## config.mk

```make
export PLATFORM = sky130hd
export DESIGN_NAME = xpmwrap_fifo_rd_stream
export DESIGN_NICKNAME = d
export VERILOG_FILES = /design/src/rtl/xpmwrap_fifo_rd_stream.sv
export SDC_FILE = /design/constraint.sdc
export NUM_CORES = 1
export LEC_CHECK = 0
export CORE_MARGIN = 2
export CORE_UTILIZATION = 54
export DETAILED_ROUTE_END_ITERATION = 7
export PLACE_DENSITY = 0.85
export SLEW_MARGIN = 20
export SYNTH_ARGS = -nofsm -noshare
export SYNTH_HDL_FRONTEND = slang
export SYNTH_SLANG_ARGS = --single-unit
```

## constraint.sdc

```tcl
create_clock -name rd_clk -period 6.87 [get_ports rd_clk]
set_input_delay 0.687 -clock rd_clk [delete_from_list [all_inputs] [get_ports rd_clk]]
set_output_delay 0.687 -clock rd_clk [all_outputs]
set_load 0.03 [all_outputs]
```

## src/rtl/xpmwrap_fifo_rd_stream.sv

```systemverilog
// xpmwrap_fifo_rd_stream
// Turns the read port of a standard-mode FIFO (data one cycle after rd_en)
// into a ready/valid stream with packet framing. A two-entry skid buffer
// absorbs the read latency, so the FIFO can be read every cycle while the
// sink accepts, and reading stops in time when the sink stalls.
// While the FIFO reports read-side reset busy, the block parks in WAIT_RST
// and throws away anything it had buffered or had in flight.

module xpmwrap_fifo_rd_stream #(
    parameter int DATA_WIDTH = 32,
    parameter int PKT_LEN    = 16
) (
    input  logic                  rd_clk,
    input  logic                  rst_n,
    input  logic [DATA_WIDTH-1:0] fifo_dout,
    input  logic                  fifo_empty,
    input  logic                  fifo_rd_rst_busy,
    input  logic                  fifo_underflow,
    output logic                  fifo_rd_en,
    output logic [DATA_WIDTH-1:0] m_tdata,
    output logic                  m_tvalid,
    input  logic                  m_tready,
    output logic                  m_tlast,
    output logic [15:0]           beat_cnt,
    output logic [15:0]           pkt_cnt,
    output logic                  err_underflow,
    input  logic                  clr_err
);

    // Index of the final beat of a packet.
    localparam logic [15:0] LAST_IDX = 16'(PKT_LEN - 1);

    typedef enum logic {
        WAIT_RST = 1'b0,
        RUN      = 1'b1
    } state_t;

    state_t state_q, state_d;

    // Buffer occupancy and the word requested last cycle.
    logic [1:0]            occ_q, occ_d;
    logic                  inflight_q, inflight_d;

    // head holds the oldest word, tail the younger one when occ==2.
    logic [DATA_WIDTH-1:0] head_q, head_d;
    logic [DATA_WIDTH-1:0] tail_q, tail_d;

    logic [15:0]           beat_cnt_q, beat_cnt_d;
    logic [15:0]           pkt_cnt_q, pkt_cnt_d;
    logic                  err_q, err_d;

    logic                  pop;
    logic                  push;
    logic                  flush;
    logic [2:0]            level_after;

    // State register.
    always_ff @(posedge rd_clk or negedge rst_n) begin
        if (!rst_n) begin
            state_q <= WAIT_RST;
        end else begin
            state_q <= state_d;
        end
    end

    // Next state: run whenever the FIFO read side is out of reset.
    always_comb begin
        state_d = state_q;
        case (state_q)
            WAIT_RST: if (!fifo_rd_rst_busy) state_d = RUN;
            RUN:      if (fifo_rd_rst_busy)  state_d = WAIT_RST;
            default:  state_d = WAIT_RST;
        endcase
    end

    // Outputs: stream handshake and FIFO read request. A read is issued
    // only if the word it returns is guaranteed a free buffer slot, counting
    // the word already in flight and the beat leaving this cycle.
    always_comb begin
        m_tvalid    = (state_q == RUN) && (occ_q != 2'd0);
        pop         = m_tvalid && m_tready;
        level_after = {1'b0, occ_q} + {2'b00, inflight_q} - {2'b00, pop};
        fifo_rd_en  = (state_q == RUN) && !fifo_empty && !fifo_rd_rst_busy
                      && (level_after < 3'd2);
        m_tdata     = head_q;
        m_tlast     = m_tvalid && (beat_cnt_q == LAST_IDX);
    end

    assign beat_cnt      = beat_cnt_q;
    assign pkt_cnt       = pkt_cnt_q;
    assign err_underflow = err_q;

    // Buffer, in-flight tracking, beat/packet counters and sticky error.
    always_comb begin
        push       = inflight_q;
        flush      = fifo_rd_rst_busy;
        occ_d      = occ_q;
        head_d     = head_q;
        tail_d     = tail_q;
        inflight_d = fifo_rd_en;
        beat_cnt_d = beat_cnt_q;
        pkt_cnt_d  = pkt_cnt_q;

        case ({push, pop})
            2'b10: begin
                if (occ_q == 2'd0) begin
                    head_d = fifo_dout;
                end else begin
                    tail_d = fifo_dout;
                end
                occ_d = occ_q + 2'd1;
            end
            2'b01: begin
                head_d = tail_q;
                occ_d  = occ_q - 2'd1;
            end
            2'b11: begin
                // Occupancy unchanged; the new word goes behind whatever
                // remains after the head leaves.
                if (occ_q == 2'd1) begin
                    head_d = fifo_dout;
                end else begin
                    head_d = tail_q;
                    tail_d = fifo_dout;
                end
            end
            default: begin
            end
        endcase

        // A beat the sink already took still completes its packet count.
        if (pop) begin
            if (m_tlast) begin
                beat_cnt_d = 16'd0;
                pkt_cnt_d  = pkt_cnt_q + 16'd1;
            end else begin
                beat_cnt_d = beat_cnt_q + 16'd1;
            end
        end

        // Read-side reset: buffered and in-flight words are stale.
        if (flush) begin
            occ_d      = 2'd0;
            inflight_d = 1'b0;
            beat_cnt_d = 16'd0;
        end

        // Setting wins over clearing so an underflow is never lost.
        if (fifo_underflow) begin
            err_d = 1'b1;
        end else if (clr_err) begin
            err_d = 1'b0;
        end else begin
            err_d = err_q;
        end
    end

    // Datapath registers.
    always_ff @(posedge rd_clk or negedge rst_n) begin
        if (!rst_n) begin
            occ_q      <= 2'd0;
            inflight_q <= 1'b0;
            head_q     <= '0;
            tail_q     <= '0;
            beat_cnt_q <= 16'd0;
            pkt_cnt_q  <= 16'd0;
            err_q      <= 1'b0;
        end else begin
            occ_q      <= occ_d;
            inflight_q <= inflight_d;
            head_q     <= head_d;
            tail_q     <= tail_d;
            beat_cnt_q <= beat_cnt_d;
            pkt_cnt_q  <= pkt_cnt_d;
            err_q      <= err_d;
        end
    end

    // The read throttle must keep the buffer from ever overfilling.
    occ_bound_a: assert property (@(posedge rd_clk) disable iff (!rst_n)
        occ_q <= 2'd2);
    level_bound_a: assert property (@(posedge rd_clk) disable iff (!rst_n)
        ({1'b0, occ_q} + {2'b00, inflight_q}) <= 3'd2);

endmodule

```

==> results of run 1 <==
## worst max-delay path, cell delays in order, from the launching register on
cell and delay, ns:
dfrtp_1 0.45, inv_1 0.10, ha_1 0.19, nor2b_1 0.11, nand2_1 0.53, clkinv_1 0.48, ha_1 0.34, fa_1 0.51
nand2_1 0.09, nor4_1 0.23, clkdlybuf4s50_1 0.73
## worst min-delay path by stage
stage,startpoint,to,slack (ns)
finish,rst_n,beat_cnt[6],0.31
detailed placement,err_underflow,err_underflow,0.48
global route,rst_n,beat_cnt[6],0.35
global placement,pkt_cnt[15],pkt_cnt[15],0.46
CTS,rst_n,beat_cnt[6],0.33
floorplan,rst_n,beat_cnt[0],0.39
## logic make-up (layout without fill, tap and decap cells)
group,after synthesis,after routing,share of synthesized area [%]
simple gates,124,124,13.73
compound gates,102,102,13.43
flops,101,101,55.01
fa+ha+maj,10,10,2.887
buf+inv,33,133,2.805
xor+xnor,19,19,3.622
mux,35,35,8.524
## final cells by class
type | instances | share of cell area [%]
Clock buffer | 10 | 2.316
Clock inverter | 5 | 1.011
Inverter | 10 | 0.6317
Multi-Input combinational cell | 290 | 33.23
Sequential cell | 101 | 42.54
Tap cell | 105 | 2.211
Timing Repair Buffer | 108 | 18.07
## state kept, by name, summed over array words and instances (netlist names)
signal and count:
tail_q 32, beat_cnt 16, occ_q 2, m_tdata 32
inflight_q 1, err_underflow 1, pkt_cnt 16, state_q 1
## cells in the mapped netlist, drive strengths merged, types with 4 or more instances
master	instances
mux2	33
ha	9
a21oi	51
nand2	22
xor2	8
and3	4
nand4	4
inv	9
or3	4
nand3	13
clkbuf	20
and4	5
nor4	7
a22oi	32
nor2	50
xnor2	11
or4	5
o21ai	10
dfrtp	101
## metrics by stage
step	cells	utilization (%)	area [µm²]	setup WS [ns]	power (mW)
2_1_floorplan	424	-	4594	2.527	1.260
3_3_place_gp	614	69.89	5743	2.305	1.525
3_5_place_dp	614	69.89	5743	2.239	1.556
4_1_cts	629	72.30	5941	2.078	1.941
5_1_grt	629	72.32	5942	1.884	2.027
6_report	629	72.32	5942	2.074	1.927
## per-layer routing
metal / routed length, µm / global-route usage [%] / up-vias
met1: 4489 / 29.71 / 1814
met3: 732 / 6.891 / 6
met4: 41 / 5.238 / 0
met2: 5297 / 40.80 / 116
li1: - / - / 1708
met5: 0 / 0 / -
## power groups by stage
stage                     logic [mW]  registers (mW)  clock network, mW
final                          0.666           0.881              0.380
after global routing           0.713           0.902              0.412
after global placement         0.648           0.877                  0
after CTS                      0.672           0.881              0.388
after detailed placement       0.669           0.887                  0
after floorplan                0.213            1.05                  0
==> flow_results.org, run 1 <==
** Status
- The run finished with clean final reports.

** Pwr
- Sequential fraction of design power :: 45.7%
- Power per standard cell area :: 324.4 mW/mm²
- Across the VDD grid, the largest voltage drop is 0.0002333 V.
- Leakage Power :: 2.447 nW
- Combinational cells account for 34.5% of the total power.
- Internal power comes to 1.253 mW.
- Net switching is 35.00% of the power.
- The clock network burns 19.7% of the power.
- The analysis attributes to net switching a power of 0.6747 mW.

** Routing
- DRT Wirelength :: 10.56 mm
- The detailed router finished its first iteration with 155 violations.
- DR pass1 iterations :: 4
- Dividing the detail-routed wire length by the instance count gives 16.79 µm.
- Summing over every cut layer, the via total after detailed routing is 3644.
- Per-cell via count in the routed design :: 5.793
- Number of nets still failing antenna checks after routing :: 0
- DRC violations left :: 0

** STA
- In the final timing run, aggregate negative setup slack is 0 ns.
- Maximum achievable frequency :: 0.2085 GHz
- In the finished design, the share of the clock period the worst path needs comes to 69.81%.
- At the pin with the least slew margin, the transition time is 1.064 ns.
- Setup repair after global routing left no endpoint under its margin.
- Across all hold checks on the routed design, the worst slack comes to 0.3076 ns.
- The number of pins exceeding their max-slew limit in the final report is 0.
- Headroom to the max-slew limit came out at 27.55%.
- Largest clock skew in the final design :: 0.01601 ns
- The final-report hold violation count is 0.
- Setup violations remaining at the end of the flow were counted as 0.
- The worst path in the final design needs a cycle of 4.796 ns, including I/O delays and setup.

** Placed design
- Hpwl dp :: 7.111 mm
- Buffers placed on the I/O ports in this run total 106.
- Routability-driven placement finished with a final weighted congestion of 0.8919.

** Layout
- Filler Cells Inserted :: 624
- In the final layout, the multi-input gates occupy 0.001974 mm².
- After the last flow step, the layout net total stands at 569.
- Share of cells above drive strength 1 :: 11.07%
- Antenna cells :: 0
- Registers take 0.002527 mm².
- Leading cell type in the layout, fill and taps excluded :: clkdlybuf4s50_1
- Area overhead of the layout relative to synthesis :: 29.33%
- The library cells used most frequently in the layout, excluding fill and tap cells, are 105 x clkdlybuf4s50_1, 101 x dfrtp_1, 49 x nor2_1, 49 x a21oi_1, 33 x mux2_2.

** Logic synthesis
- Fraction of the yosys area taken by sequential cells :: 55.01%
- In this run the cell area of the synthesized design comes to 0.004594 mm².
- Yosys top cell area share :: 55.01%
- Top area cells in the synthesized netlist :: dfrtp_1 55%, mux2_2 8.1%, a21oi_1 5.6%
- The most used flip-flop cell after synthesis is dfrtp_1.
- Post-synthesis cell type with the largest combined area :: dfrtp_1
- Post-synth ARST share :: 100.0%
- Flip-flop and latch count after synthesis :: 101
- Gate Count Post-Synth :: 424
- Mean instance size in the synthesized netlist :: 10.84 µm²
- During synthesis, Yosys emitted a total of 0 warnings.
- Count of different cell masters after synthesis :: 40
- Count of flip-flops with a built-in enable after synthesis :: 0
- Syn nets :: 473

** Critical path
- Biggest fanout along the worst timing path :: 20
- Launch point of the worst reg-to-reg path :: occ_q[1]
- In this run the register-to-register setup slack is 2.97 ns.
- STA classifies the critical path startpoint as a flip-flop.
- Reg2Reg Depth :: 9
- The critical path ends at fifo_rd_en.
- Worst setup EP type :: output pin
- CP Class :: flip-flop to output pin
- Worst setup path startpoint :: occ_q[1]
- WP data required :: 6.18 ns
- Reg2reg end :: tail_q[6]
- For the worst setup path, the data arrival time is 4.11 ns.

** GRT
- The number of global-route vias before repair came to 3638.
- Wire length of the first global-routing pass :: 17.11 mm
- The number of antenna violations at the first check in global routing was 0.
- Summed over all layers, the global routing overflow is 0.
- Overall global routing resource usage :: 23.72%
- Entering global routing, the biggest net connects 59 pins.

** Floorplanning
- Floorplan Core Area :: 0.008217 mm²
- For this configuration, the core starts out at a cell density of 55.92%.
- In this run the vertical extent of the chip is 96.24 µm.
- The die covers 0.009262 mm².
- After floorplanning, the core was divided into 33 placement rows.
- Top Ports :: 107
- Die span in x :: 96.24 µm

** Clocking
- The H-tree was split into 3 levels.
- The clock passes through at most 2 buffers.
- Clock transition at the registers of the reported paths :: 0.10 ns
- Root Buffer :: clkbuf_8
- For this design, the sink count on the clock tree is 101.
- TritonCTS clock tree :: built
- Post-CTS repair changed the size of 0 cells.
- TritonCTS buffer count :: 9
- Number of hold-repair buffers added at the cts stage :: 0
- The later pin in the worst-skew pair is clocked with a latency of 0.35 ns.
- Buffers inserted during post-CTS setup optimization :: 0

** Job
- The tool flagged a number of max-cap violations equal to 0.

** Hold path
- In this run the worst hold path is classified as input pin to async pin.
No activity file was read; power rests on OpenSTA's default activity.
==> run 2, diff against run 1 <==
CORE_UTILIZATION = 45   (was 54)
PLACE_DENSITY = 0.76   (was 0.85)
clock period = 4.4 ns   (was 6.87 ns; I/O delays follow)
==> run 2 against run 1 <==
Compared with the run above: combinational power rose by 56%; register-to-register slack got worse by 1.8 ns; sequential share of layout area fell by 0.36 points; sequential cell count did not move; count of clock-buffer cells in the layout fell by 1; cell count rose by 5.2%; largest cell class unchanged; power rose by 54%; sequential power rose by 54%; critical path depth did not move; clock power rose by 47%; first-iteration DRC count fell by 24%.
==> flow_results.org, run 2 (synthesis gave the netlist of run 1 again) <==
** Status
- Status :: complete, no violations (unchanged)

** Hold path
- The classification of the worst-slack hold path was input pin to async pin (unchanged).

** Floorplanning
- Placement Rows :: 36 (was 33)
- The area of the placeable core was 0.009864 mm² (was 0.008217 mm²).
- The width of the die came to 105.0 µm (was 96.24 µm).
- Initial core utilization :: 46.58% (was 55.92%)
- The floorplan die height is 105.0 µm (was 96.24 µm).
- The die area is 0.01103 mm² (was 0.009262 mm²).
- The I/O pin count was 107 (unchanged).

** Critical path
- The critical path data required time is 3.96 ns (was 6.18 ns).
- CP Class :: flip-flop to output pin (unchanged)
- Reg2Reg Depth :: 11 (was 9)
- Crit-path cells :: inv_1 > ha_1 > nor2b_1 > nand2_1 > ha_1 > nand2_1 > fa_1 > nand2_1 > nor4_1 > clkdlybuf4s50_1 (was inv_1 > ha_1 > nor2b_1 > nand2_1 > clkinv_1 > ha_1 > fa_1 > nand2_1 > nor4_1 > clkdlybuf4s50_1)
- Register-to-register setup slack :: 1.21 ns (was 2.97 ns)
- Cell occurring most often along the worst timing path :: nand2_1
- Reg2reg end :: tail_q[23] (was tail_q[6])
- Slowest Stage Delay on Critical Path :: 0.73 ns (about the same)
- Biggest fanout along the worst timing path :: 4 (was 20)
- Critical path arrival :: 3.37 ns (was 4.11 ns)
- Cell family with the largest share of critical-path delay :: adder cells (was buffers and inverters)
- Launch point of the worst reg-to-reg path :: occ_q[1] (unchanged)
- The cell with the biggest individual delay on the critical path is clkdlybuf4s50_1 (unchanged).
- Critical path startpoint category :: flip-flop (unchanged)
- The number of buffers and inverters on the critical path was 2 (was 3).
- Worst setup EP type :: output pin (unchanged)

** STA
- Slew at the pin closest to its max-slew limit :: 1.039 ns (was 1.064 ns)
- Setup violators final :: 0 (unchanged)
- For this run, the top clock speed supported by timing is 0.2626 GHz.
- Setup repair after global routing missed its margin :: no (unchanged)
- Pins over their slew limit :: 0 (unchanged)
- Hold_ws :: 0.1417 ns (was 0.3076 ns)
- Ratio of final minimum period to clock period :: 86.54%
- The worst slew slack as a fraction of its limit came to 29.24% (was 27.55%).
- The worst path in the final design needs a cycle of 3.808 ns, including I/O delays and setup.
- The setup skew after layout was 0.008641 ns (was 0.01601 ns).
- Post-Route Setup TNS :: 0 ns (unchanged)
- Final Hold Fails :: 0 (unchanged)

** Clocking
- TritonCTS buffer count :: 9 (unchanged)
- The clock latency on the worst-skew pair was 0.36 ns (was 0.35 ns).
- The TritonCTS clock tree was built (unchanged).
- Post-cts gate resize count :: 0 (unchanged)
- Buffers inserted during post-CTS setup optimization :: 0 (unchanged)
- Clock transition at the registers of the reported paths :: 0.10 ns (about the same)
- Clk sink count :: 101 (unchanged)
- Number of hold-repair buffers added at the cts stage :: 0 (unchanged)
- Max clock buf depth :: 2 (unchanged)
- Deepest level of the CTS H-tree :: 3 (unchanged)
- Root Buffer :: clkbuf_8 (unchanged)

** Pwr
- The sequential share of power is 46.0% (was 45.7%).
- Switching power :: 1.066 mW (was 0.6747 mW)
- The highest ir drop seen on vdd is 0.0003483 V (was 0.0002333 V).
- Power per standard cell area :: 494.1 mW/mm² (was 324.4 mW/mm²)
- Power consumption :: 2.961 mW (was 1.927 mW)
- Switching fraction of total power :: 36.00% (was 35.00%)
- The internal cell power came to 1.895 mW (was 1.253 mW).
- Share of power burned in the clock network :: 18.8% (was 19.7%)
- The power share of the combinational group came to 35.1% (was 34.5%).
- The leakage power figure is 2.454 nW (was 2.447 nW).

** Routing
- The count of TritonRoute iterations in the first routing pass is 4 (unchanged).
- The total number of vias was 3640 (was 3644).
- The number of design rule violations left after detail routing was 0 (unchanged).
- DRT Wirelength :: 10.39 mm (was 10.56 mm)
- The number of vias per cell after detailed routing was 5.498 (was 5.793).
- Number of nets still failing antenna checks after routing :: 0 (unchanged)
- The initial DRC count is 118 (was 155).
- WL per Instance :: 15.70 µm (was 16.79 µm)

** Job
- Maxcap violations :: 0 (unchanged)

** Placed design
- The placed standard-cell area came to 0.005808 mm² (was 0.005743 mm²).
- The total instance count after detailed placement came to 646 (was 614).
- The detailed placement HPWL was 7.039 mm (was 7.111 mm).
- Port buffer count :: 106 (unchanged)
- Routability Congestion :: 0.8456 (was 0.8919)

** GRT
- The number of antenna violations at the first check in global routing is 0 (unchanged).
- The total congestion overflow after global routing was 0 (unchanged).
- The largest net degree at the start of global routing came to 62 (was 59).
- Vias in the first global route :: 3652 (was 3638)
- The global-route wire length before repair is 17.61 mm (was 17.11 mm).
- Overall global routing resource usage :: 19.48% (was 23.72%)

** Layout
- Commonest non-fill, non-tap cells in the layout :: 105 x clkdlybuf4s50_1, 101 x dfrtp_1, 49 x nor2_1, 49 x a21oi_1, 33 x mux2_2 (unchanged)
- The share of cells above drive strength 1 came to 11.91% (was 11.07%).
- NumNets Final :: 573 (was 569)
- Number of standard cells in the layout, taps in and fillers out :: 662 (was 629)
- The synthesis-to-layout area growth is 30.42% (was 29.33%).
- Leading cell type in the layout, fill and taps excluded :: clkdlybuf4s50_1 (unchanged)
- The number of fill cells in the layout was 802 (was 624).
- Antenna cells :: 0 (unchanged)
- Area of all placed cells without fillers :: 0.005992 mm² (was 0.005942 mm²)
## run 2: changes by cell type in the layout (fill, tap and decap cells not counted), sizes merged
cell	previous run	this run
bufinv	1	0
clkinv	3	2
clkinvlp	1	3
inv	10	12
buf	3	7
clkbuf	10	9
## run 2: final cells by class
| type | instances | area, µm² | share of cell area (%) |
|---|---|---|---|
| Multi-Input combinational cell | 290 | 1974 | 32.95 |
| Clock buffer | 9 | 123.9 | 2.067 |
| Inverter | 10 | 37.54 | 0.6264 |
| Tap cell | 133 | 166.4 | 2.777 |
| Clock inverter | 7 | 58.81 | 0.9814 |
| Sequential cell | 101 | 2527 | 42.18 |
| Timing Repair Buffer | 112 | 1104 | 18.42 |
## run 2: worst max path at each step
stage | slack [ns] | cells past startpoint | end | start
after global routing | 0.36 | 10 | fifo_rd_en | occ_q[1]
final | 0.59 | 10 | fifo_rd_en | occ_q[1]
after CTS | 0.56 | 10 | fifo_rd_en | occ_q[1]
after floorplan | 0.30 | 10 | fifo_rd_en | occ_q[1]
after detailed placement | 0.98 | 10 | fifo_rd_en | occ_q[1]
after global placement | 1.06 | 8 | fifo_rd_en | m_tready
## run 2: layer usage
layer | track usage (%) | wire length (µm) | vias to the layer above
met1 | 25.62 | 4589 | 1788
li1 | - | - | 1723
met5 | 0 | 0 | -
met4 | 6.381 | 122 | 0
met3 | 4.180 | 558 | 15
met2 | 32.10 | 5122 | 114
## run 2: metrics by stage
stage | utilization (%) | setup slack, ns
floorplan | - | 0.3038
global placement | 58.88 | 1.059
detailed placement | 58.88 | 0.9827
CTS | 60.73 | 0.5565
global route | 60.74 | 0.3617
finish | 60.74 | 0.5922
## run 2: power groups by stage
stage,clock network (mW),registers [mW],logic [mW]
floorplan,0,1.63,0.333
global placement,0,1.37,1.02
detailed placement,0,1.38,1.05
CTS,0.573,1.37,1.05
global route,0.614,1.41,1.11
finish,0.557,1.36,1.04
==> run 3, diff against run 2 <==
ABC_AREA = 0   (was unset)
==> results of run 3 <==
Same layout as run 2: the final DEF is identical, and so are final timing and power.
